$ cat src/rtl/chaos_pkg.sv
// ---------------------------------------------------------------------------
// chaos_pkg
// Shared definitions for the chaotic S-box generator and its fixed-point
// logistic-map datapath.
//   X_W          : width of the map state x, Q0.16
//   R_FRAC       : fractional bits of the coefficient r, Q2.14
//   DEFAULT_SEED : substitute seed and degenerate-orbit kick constant
//   SBOX_SIZE    : number of entries in a complete byte S-box
//   state_t      : controller states
// ---------------------------------------------------------------------------
package chaos_pkg;

    localparam int              X_W          = 16;
    localparam int              R_FRAC       = 14;
    localparam int              SBOX_SIZE    = 256;
    localparam logic [X_W-1:0]  DEFAULT_SEED = 16'h5A5A;

    typedef enum logic [2:0] {
        IDLE  = 3'd0,
        MUL1  = 3'd1,
        MUL2  = 3'd2,
        CHECK = 3'd3,
        SCAN  = 3'd4,
        DONE  = 3'd5
    } state_t;

endpackage

$ cat src/rtl/logistic_step.sv
// ---------------------------------------------------------------------------
// logistic_step
// Two-stage registered fixed-point logistic map x' = r*x*(1-x).
//   clk    : rising-edge clock
//   rst    : asynchronous active-low reset (clears x, r, p)
//   load   : capture x_init and r_init (takes priority over steps)
//   x_init : starting x, Q0.16
//   r_init : coefficient r, Q2.14
//   step1  : register p = x*(1-x), Q0.16
//   step2  : register x = saturate((p*r) >> 14) with degenerate kick
//   x      : current map state, Q0.16
// ---------------------------------------------------------------------------
module logistic_step import chaos_pkg::*; #(
    parameter logic [X_W-1:0] KICK = DEFAULT_SEED
) (
    input  logic            clk,
    input  logic            rst,
    input  logic            load,
    input  logic [X_W-1:0]  x_init,
    input  logic [X_W-1:0]  r_init,
    input  logic            step1,
    input  logic            step2,
    output logic [X_W-1:0]  x
);

    logic [X_W-1:0] r;
    logic [X_W-1:0] p;
    logic [32:0]    sq;
    logic [16:0]    unused_sq;
    logic [31:0]    pr;
    logic [31:0]    pr_shift;
    logic [X_W-1:0] xn_sat;
    logic [X_W-1:0] xn;

    // 1-x is 65536-x, which needs 17 bits when x == 0; the product peaks at
    // 2^30, so bits [31:16] are exactly the Q0.16 result.
    assign sq        = {17'b0, x} * (33'h1_0000 - {17'b0, x});
    assign unused_sq = {sq[32], sq[15:0]};

    assign pr       = {16'b0, p} * {16'b0, r};
    assign pr_shift = pr >> R_FRAC;
    assign xn_sat   = (|pr_shift[31:16]) ? 16'hFFFF : pr_shift[15:0];

    // A zero or fixed-point orbit would emit the same byte forever; kick it.
    assign xn = (xn_sat == '0 || xn_sat == x) ? (xn_sat ^ KICK) : xn_sat;

    // NOTE: sequential state uses non-blocking assignments so every register
    // samples the pre-edge values, independent of statement order.
    always_ff @(posedge clk or negedge rst) begin
        if (!rst) begin
            x <= '0;
            r <= '0;
            p <= '0;
        end else if (load) begin
            x <= x_init;
            r <= r_init;
        end else begin
            if (step1) p <= sq[31:16];
            if (step2) x <= xn;
        end
    end

endmodule

$ cat src/rtl/chaos_sbox_gen.sv
// ---------------------------------------------------------------------------
// chaos_sbox_gen
// Emits a key-dependent bijective 8-bit S-box, one byte per strobe, drawn
// from a logistic-map orbit. Duplicates are rejected against a used-bitmap;
// after REJECT_LIMIT consecutive duplicates a linear scan picks the next
// free entry so the table always completes.
//   clk       : rising-edge clock
//   rst       : asynchronous active-low reset
//   start     : one-cycle pulse, accepted in IDLE or DONE only
//   seed      : initial x, Q0.16 (0 and FFFF replaced by DEFAULT_SEED)
//   r_coef    : map coefficient r, Q2.14
//   out_valid : one-cycle strobe per emitted byte (write enable downstream)
//   out_data  : emitted byte, meaningful while out_valid = 1
//   busy      : high from accepted start until DONE
//   done      : high in DONE until the next accepted start
//   count     : bytes emitted so far, 0..256
// ---------------------------------------------------------------------------
module chaos_sbox_gen #(
    parameter int                            REJECT_LIMIT = 16,
    parameter logic [chaos_pkg::X_W-1:0]     DEFAULT_SEED = chaos_pkg::DEFAULT_SEED
) (
    input  logic                        clk,
    input  logic                        rst,
    input  logic                        start,
    input  logic [chaos_pkg::X_W-1:0]   seed,
    input  logic [chaos_pkg::X_W-1:0]   r_coef,
    output logic                        out_valid,
    output logic [7:0]                  out_data,
    output logic                        busy,
    output logic                        done,
    output logic [8:0]                  count
);

    import chaos_pkg::*;

    state_t               state;
    logic [SBOX_SIZE-1:0] used;
    logic [7:0]           rejects;
    logic [7:0]           ptr;
    logic [X_W-1:0]       x;
    logic [X_W-1:0]       seed_eff;
    logic [7:0]           cand;
    logic                 load;
    logic                 emit_en;
    logic [7:0]           emit_byte;

    assign load     = start && (state == IDLE || state == DONE);
    assign seed_eff = (seed == '0 || seed == '1) ? DEFAULT_SEED : seed;
    assign cand     = x[15:8] ^ x[7:0];

    logistic_step #(.KICK(DEFAULT_SEED)) u_step (
        .clk    (clk),
        .rst    (rst),
        .load   (load),
        .x_init (seed_eff),
        .r_init (r_coef),
        .step1  (state == MUL1),
        .step2  (state == MUL2),
        .x      (x)
    );

    // CHECK offers the map candidate, SCAN offers the scan pointer; both
    // emit through the same path below.
    // NOTE: every combinational output gets a default first so no path can
    // leave it unassigned and infer a latch.
    always_comb begin
        emit_en   = 1'b0;
        emit_byte = cand;
        case (state)
            CHECK: emit_en = !used[cand];
            SCAN: begin
                emit_en   = !used[ptr];
                emit_byte = ptr;
            end
            default: ;
        endcase
    end

    // NOTE: the bitmap is a flop vector, not a RAM, so it takes the async
    // reset like the rest of the state.
    always_ff @(posedge clk or negedge rst) begin
        if (!rst) begin
            state     <= IDLE;
            used      <= '0;
            rejects   <= '0;
            ptr       <= '0;
            out_valid <= 1'b0;
            out_data  <= '0;
            busy      <= 1'b0;
            done      <= 1'b0;
            count     <= '0;
        end else begin
            out_valid <= 1'b0;
            if (load) begin
                used    <= '0;
                count   <= '0;
                rejects <= '0;
                done    <= 1'b0;
                busy    <= 1'b1;
                state   <= MUL1;
            end else if (emit_en) begin
                out_valid       <= 1'b1;
                out_data        <= emit_byte;
                used[emit_byte] <= 1'b1;
                count           <= count + 9'd1;
                rejects         <= '0;
                // The 256th strobe and DONE entry share one edge.
                if (count == 9'(SBOX_SIZE - 1)) begin
                    state <= DONE;
                    done  <= 1'b1;
                    busy  <= 1'b0;
                end else begin
                    state <= MUL1;
                end
            end else begin
                case (state)
                    MUL1:  state <= MUL2;
                    MUL2:  state <= CHECK;
                    CHECK: begin
                        if (rejects == 8'(REJECT_LIMIT - 1)) begin
                            ptr     <= cand + 8'd1;
                            rejects <= '0;
                            state   <= SCAN;
                        end else begin
                            rejects <= rejects + 8'd1;
                            state   <= MUL1;
                        end
                    end
                    // count < 256 here, so a free entry always exists ahead.
                    SCAN:       ptr <= ptr + 8'd1;
                    IDLE, DONE: ;
                    default:    state <= IDLE;
                endcase
            end
        end
    end

endmodule

$ cat config.mk
export PLATFORM = sky130hd
export DESIGN_NAME = chaos_sbox_gen
export DESIGN_NICKNAME = d
export VERILOG_FILES = /design/src/rtl/chaos_pkg.sv /design/src/rtl/logistic_step.sv /design/src/rtl/chaos_sbox_gen.sv
export SDC_FILE = /design/constraint.sdc
export NUM_CORES = 2
export LEC_CHECK = 0
export BUFFER_PORTS_ARGS = -buffer_cell sky130_fd_sc_hd__buf_2
export CAP_MARGIN = 10
export CELL_PAD_IN_SITES_DETAIL_PLACEMENT = 0
export CELL_PAD_IN_SITES_GLOBAL_PLACEMENT = 1
export CORE_UTILIZATION = 56
export DETAILED_ROUTE_END_ITERATION = 8
export PLACE_DENSITY_LB_ADDON = 0.3
export REMOVE_ABC_BUFFERS = 1
export SLEW_MARGIN = 20
export SYNTH_ARGS = -nofsm -noshare
export SYNTH_HDL_FRONTEND = slang
export SYNTH_SLANG_ARGS = --single-unit
$ cat constraint.sdc
create_clock -name clk -period 14.9 [get_ports clk]
set_clock_uncertainty 0.1 [all_clocks]
set_input_delay 1.49 -clock clk [delete_from_list [all_inputs] [get_ports clk]]
set_output_delay 1.49 -clock clk [all_outputs]
set_load 0.02 [all_outputs]
After elaboration in Yosys (flattened, before gate mapping)
Index checks and enable logic that the tools add are counted.
{"block": "word_totals", "ff_bits": 343, "in_bits": 35, "wordCells": 96}
{"block": "classes", "add_sub_neg": 5, "mul": 2, "magnitude_cmp": 4, "n_eq_ne": 11, "n_mux": 36, "bitwise_logic": 5, "n_reduce_logical": 21}
{"operator": "256-bit 2-to-1 mux", "n": 2}
{"operator": "256-bit bitwise OR", "n": 1}
{"operator": "16-bit 2-to-1 mux", "n": 4}
{"operator": "8-bit 2-to-1 mux", "n": 6}
{"operator": "16-bit by 33-bit multiplier with 32-bit output", "n": 1}
{"operator": "16-bit zero test", "n": 2}
{"operator": "16-bit by 16-bit multiplier with 32-bit output", "n": 1}
{"operator": "8-bit by 9-bit less-than comparator with 1-bit output, second input constant", "n": 3}
{"operator": "8-bit by 1-bit adder with 8-bit output, second input constant", "n": 3}
{"operator": "9-bit 2-to-1 mux", "n": 2}
{"operator": "17-bit by 16-bit subtractor with 18-bit output, first input constant", "n": 1}
{"operator": "1-bit binary-select mux with 8-bit select", "n": 2}
{"operator": "16-bit == test", "n": 1}
{"operator": "16-bit == test, second input constant", "n": 1}
{"operator": "8-bit case mux with 2 select lines", "n": 1}
{"operator": "15-bit 2-to-1 mux", "n": 1}
{"operator": "3-bit 2-to-1 mux", "n": 4}
{"operator": "3-bit case mux with 4 select lines", "n": 1}
{"operator": "1-bit 2-to-1 mux", "n": 11}
{"operator": "9-bit by 1-bit adder with 9-bit output, second input constant", "n": 1}
{"operator": "9-bit by 8-bit == test with 1-bit output, second input constant", "n": 1}
{"operator": "1-bit demux with 8-bit select", "n": 1}
{"operator": "8-bit by 4-bit == test with 1-bit output, second input constant", "n": 1}
{"operator": "8-bit by 1-bit >= comparator with 1-bit output, second input constant", "n": 1}
{"operator": "19 further kinds", "n": 31}

Depth between registers and ports, before layout
{"block": "depth", "word_depth": 9, "mapped_depth": 33, "ltp_nobuf": 31}

Cells and area by module
From an unflattened synthesis, not the netlist that was laid out.
{"block": "hier_totals", "cells_unflattened": 3714, "hier_area_um2": 36243.5}
{"module": "logistic_step", "instances": 1, "cells_per_inst": 2245, "area_each_um2": 20148.1}
{"module": "chaos_sbox_gen", "instances": 1, "cells_per_inst": 1469, "area_each_um2": 16095.4}

Least setup slack after synthesis
Ideal clock, no wire load.
{"block": "synth_timing", "kind": "reg2reg", "startpoint": "reg u_step.x[0]", "endpoint": "reg u_step.p[14]", "setup_ns": 0.136, "t_arrival_ns": 7.849, "required_ns": 14.664, "slack_ns": 6.815, "stages_incl_launch_ff": 32, "n_path_buf": 2, "path_cell_list": "dfrtp_1 > inv_1 > clkbuf_1 > ha_1 > nor3b_1 > nand2b_1 > nor3b_1 > nand2b_1 > nor4_1 > ha_1 > clkbuf_1 > nand2b_1 > fa_1 > inv_1 > fa_1 > fa_1 > inv_1 > fa_1 > fa_1 > inv_1 > fa_1 > ha_1 > a21o_1 > a21o_1 > a21o_1 > a21o_1 > a21o_1 > a221oi_1 > o211ai_1 > o31ai_1 > xor2_1 > o21ai_0"}
{"block": "synth_via", "elab_chain_cells": 2}
{"item": "start, declared", "line_no": "logistic_step.sv:23", "rtl": "output logic [X_W-1:0] x"}
{"item": "start signal, assigned", "line_no": "logistic_step.sv:55", "rtl": "x <= x_init;"}
{"item": "start signal, assigned", "line_no": "logistic_step.sv:59", "rtl": "if (step2) x <= xn;"}
{"item": "17-bit by 16-bit subtractor with 18-bit output", "line_no": "logistic_step.sv:37", "rtl": "assign sq = {17'b0, x} * (33'h1_0000 - {17'b0, x});"}
{"item": "16-bit by 33-bit multiplier with 32-bit output (*)", "line_no": "logistic_step.sv:37"}
{"item": "end signal, assigned", "line_no": "logistic_step.sv:58", "rtl": "if (step1) p <= sq[31:16];"}
{"item": "end, declared", "line_no": "logistic_step.sv:27", "rtl": "logic [X_W-1:0] p;"}
Every way passes the cells marked *; elsewhere a longest branch is shown, timed or not.
A chain may end at the register's enable or synchronous reset.

Final worst setup path
{"block": "layout_timing", "startpoint": "reg u_step.x[1]", "endpoint": "reg u_step.p[14]"}
The elaborated chain is that of the path after synthesis.

==> impl_metrics.yaml <==
route:
  drtIter0Drc: 2148
  final_antenna_net_count: 0
  vias_per_cell: 6.02
  wl_per_cell_um: 21.3
  drc_errors: 0
  num_vias: 26534
  drt-pass1-iter-count: 6
  totalWireLength_um: 93900
floorplan:
  design.core.area_mm2: 0.0621
  die_width_um: 253
  die_h_um: 253
  initial_core_util: 0.571
  dieArea_mm2: 0.0642
  std_cell_rows: 91
  io_pins: 55
clock_network:
  cts_buffer_depth: 3
  clock-root-buffer: "clkbuf_16"
  cts_buffers: 39
  cts_resized: 0
  cts_tree: "yes"
  path_clk_slew_ns: 0.06
  clock_latency_ns: 0.57
  htreeDepth: 2
  hold_buffers: 0
  clkSinkCount: 343
  post_cts_buffers: 0
timing:
  slew_headroom: 0.290
  setup-violations-final: 0
  period_needed_ns: 9.04
  holdWs_ns: 0.373
  post-route-period-util: 0.607
  worst_pin_slew_ns: 1.06
  max_freq_ghz: 0.111
  finalHoldViolations: 0
  rsz0062_at_grt: "false"
  setup_tns_ns: 0
  slew_violations: 0
worst_setup_path:
  crit_path_top_delay_cell: "dfrtp_1"
  start_kind: "flop"
  critPathMostFrequentCell: "fa_1"
  worstPathMaxFanout: 16
  critical_path_class: "reg2reg"
  crit_start: "u_step.x[1]"
  worstPathArrival_ns: 9.35
  crit-reg2reg-launch: "u_step.x[1]"
  cp_slowest_stage_delay_ns: 0.68
  required_ns: 15.21
  crit_path_end_kind: "flop"
finish:
  synthToLayoutAreaGrowth_pct: 6.05
  seqCellArea_mm2: 0.00859
  layout-drive-gt1-share: 0.0971
  nNetsFinal: 4201
  diodes: 0
  design_area_mm2: 0.0376
  multi_input_area_mm2: 0.0243
  fillerInstances: 5229
logic_synthesis:
  synth_warnings: 0
  syn_area_mm2: 0.0354
  avgSynthCellArea_um2: 9.76
  synth_edf_count: 0
  ys.flop_type: "dfrtp_1"
  async_flop_share: 1.00
  ys_seq_elements: 343
  synth.distinct_cells: 88
  netlist_instances: 3628
  synth-seq-area-share: 0.242
global_routing:
  antenna_found_initial: 2
  grt_pass1_wl_um: 153000
  grt_usage: 0.307
  grt_max_degree: 113
  grt_pass1_vias: 28345
  grt_overflow_total: 0
place:
  globalplace.congestion: 0.886
  dp_hpwl_um: 67500
  placed_cell_area_mm2: 0.0362
  io_buffers: 54
outcome:
  status: "finished, final reports clean"
job:
  max_cap_violations: 0
min_path:
  hold_path_class: "reg2reg"
  hold_start: "busy"
==> cells in the mapped netlist (4+ instances only) <==
cell type | count | area (um^2)
a311oi_1 | 4 | 35.0
o31ai_1 | 10 | 75.1
a21o_1 | 21 | 158
nand4_1 | 19 | 119
nor3b_1 | 7 | 52.6
or3_1 | 10 | 62.6
inv_1 | 463 | 1740
ha_1 | 224 | 2800
buf_4 | 5 | 37.5
dfrtp_1 | 343 | 8580
nor2_1 | 115 | 432
xor2_1 | 23 | 201
a32oi_1 | 5 | 43.8
nor2b_1 | 47 | 294
o211ai_1 | 9 | 67.6
o21a_1 | 24 | 180
mux2_2 | 5 | 56.3
buf_2 | 39 | 195
clkbuf_1 | 172 | 646
nand2b_1 | 156 | 976
mux2i_1 | 10 | 100
and3_1 | 22 | 138
fa_1 | 399 | 7990
o2111ai_1 | 4 | 35.0
o22ai_1 | 5 | 31.3
mux4_2 | 160 | 3600
a211oi_1 | 8 | 60.1
buf_1 | 7 | 26.3
a22oi_1 | 11 | 82.6
o21ai_0 | 306 | 1530
nor4_1 | 11 | 68.8
and4_1 | 10 | 87.6
a31oi_1 | 24 | 150
o21ai_1 | 6 | 30.0
nand3_1 | 28 | 140
nand2_1 | 563 | 2110
nor3_1 | 23 | 115
a31o_2 | 6 | 52.6
o32a_1 | 4 | 40.0
and2_1 | 152 | 951
a21oi_1 | 58 | 290
xnor2_1 | 34 | 298
==> kinds of logic after synthesis <==
kind of cell | count (synthesis) | share of synthesized area
AOI/OAI and AO/OA | 544 | 0.0913
xor gates and xnor gates | 60 | 0.0159
adders and majority gates | 623 | 0.305
buffers and inverters | 692 | 0.0760
DFF | 343 | 0.242
muxes | 175 | 0.106
other | 2 | 0.000212
and+or+nand+nor | 1189 | 0.163
==> sequential cells by signal, indices dropped and copies added (netlist names) <==
signal / flops
out_valid: 1
state: 3
used: 256
count: 9
out_data: 8
ptr: 8
busy: 1
rejects: 8
u_step.p: 16
done: 1
u_step.x: 16
u_step.r: 16
==> worst max-delay path, delay by kind of cell, from the launching register on <==
| kind | cells | cell delay [ns] |
|---|---|---|
| AOI/OAI and AO/OA | 9 | 2.10 |
| adders and majority gates | 9 | 3.94 |
| buffers and inverters | 4 | 0.49 |
| DFF | 1 | 0.68 |
| xor gates and xnor gates | 1 | 0.17 |
| and+or+nand+nor | 6 | 1.38 |
==> per-layer routing <==
layer,vias up,global-route usage,wire [um]
li1,11735,-,-
met1,13547,0.404,37900
met4,0,0.119,3610
met2,1027,0.519,46300
met3,225,0.0392,6110
met5,-,0,0
==> cells in the final DEF, fill, tap and decap left out, types with 27 or more instances in the layout <==
master / instances
nand3_1: 27
nand2b_1: 156
fa_1: 399
nor2_1: 115
xnor2_1: 34
nand2_1: 563
clkbuf_16: 39
ha_1: 223
dfrtp_1: 341
a21oi_1: 58
o21ai_0: 306
inv_1: 463
mux4_2: 160
buf_2: 53
nor2b_1: 47
and2_1: 152
buf_4: 34
==> area by class of cell <==
type                            count  area share
Sequential cell                   343       0.229
Timing Repair Buffer               90      0.0149
Multi-Input combinational cell   2604       0.646
Clock inverter                     14     0.00653
Inverter                          465      0.0465
Tap cell                          837      0.0279
Clock buffer                       56      0.0296
==> worst paths after layout <==
path,end,slack [ns],depth (start not counted)
worst max-delay path,u_step.p[14],5.86,29
worst min-delay path,busy,0.37,2
worst max register to register,u_step.p[14],5.86,29
worst min register to register,busy,0.37,2
max in group asynchronous,used[197],11.80,3
min in group asynchronous,used[125],0.90,1
==> stage by stage <==
step                utilization  cells  setup slack [ns]
detailed placement        0.583   4339              5.93
global placement          0.583   4339              6.21
CTS                       0.605   4409              5.93
floorplan                     -   3412              5.38
finish                    0.605   4409              5.86
global route              0.605   4409              5.37
Power is not shown: default switching activity piles up to over one toggle a cycle in this logic, so the estimate is an artifact.
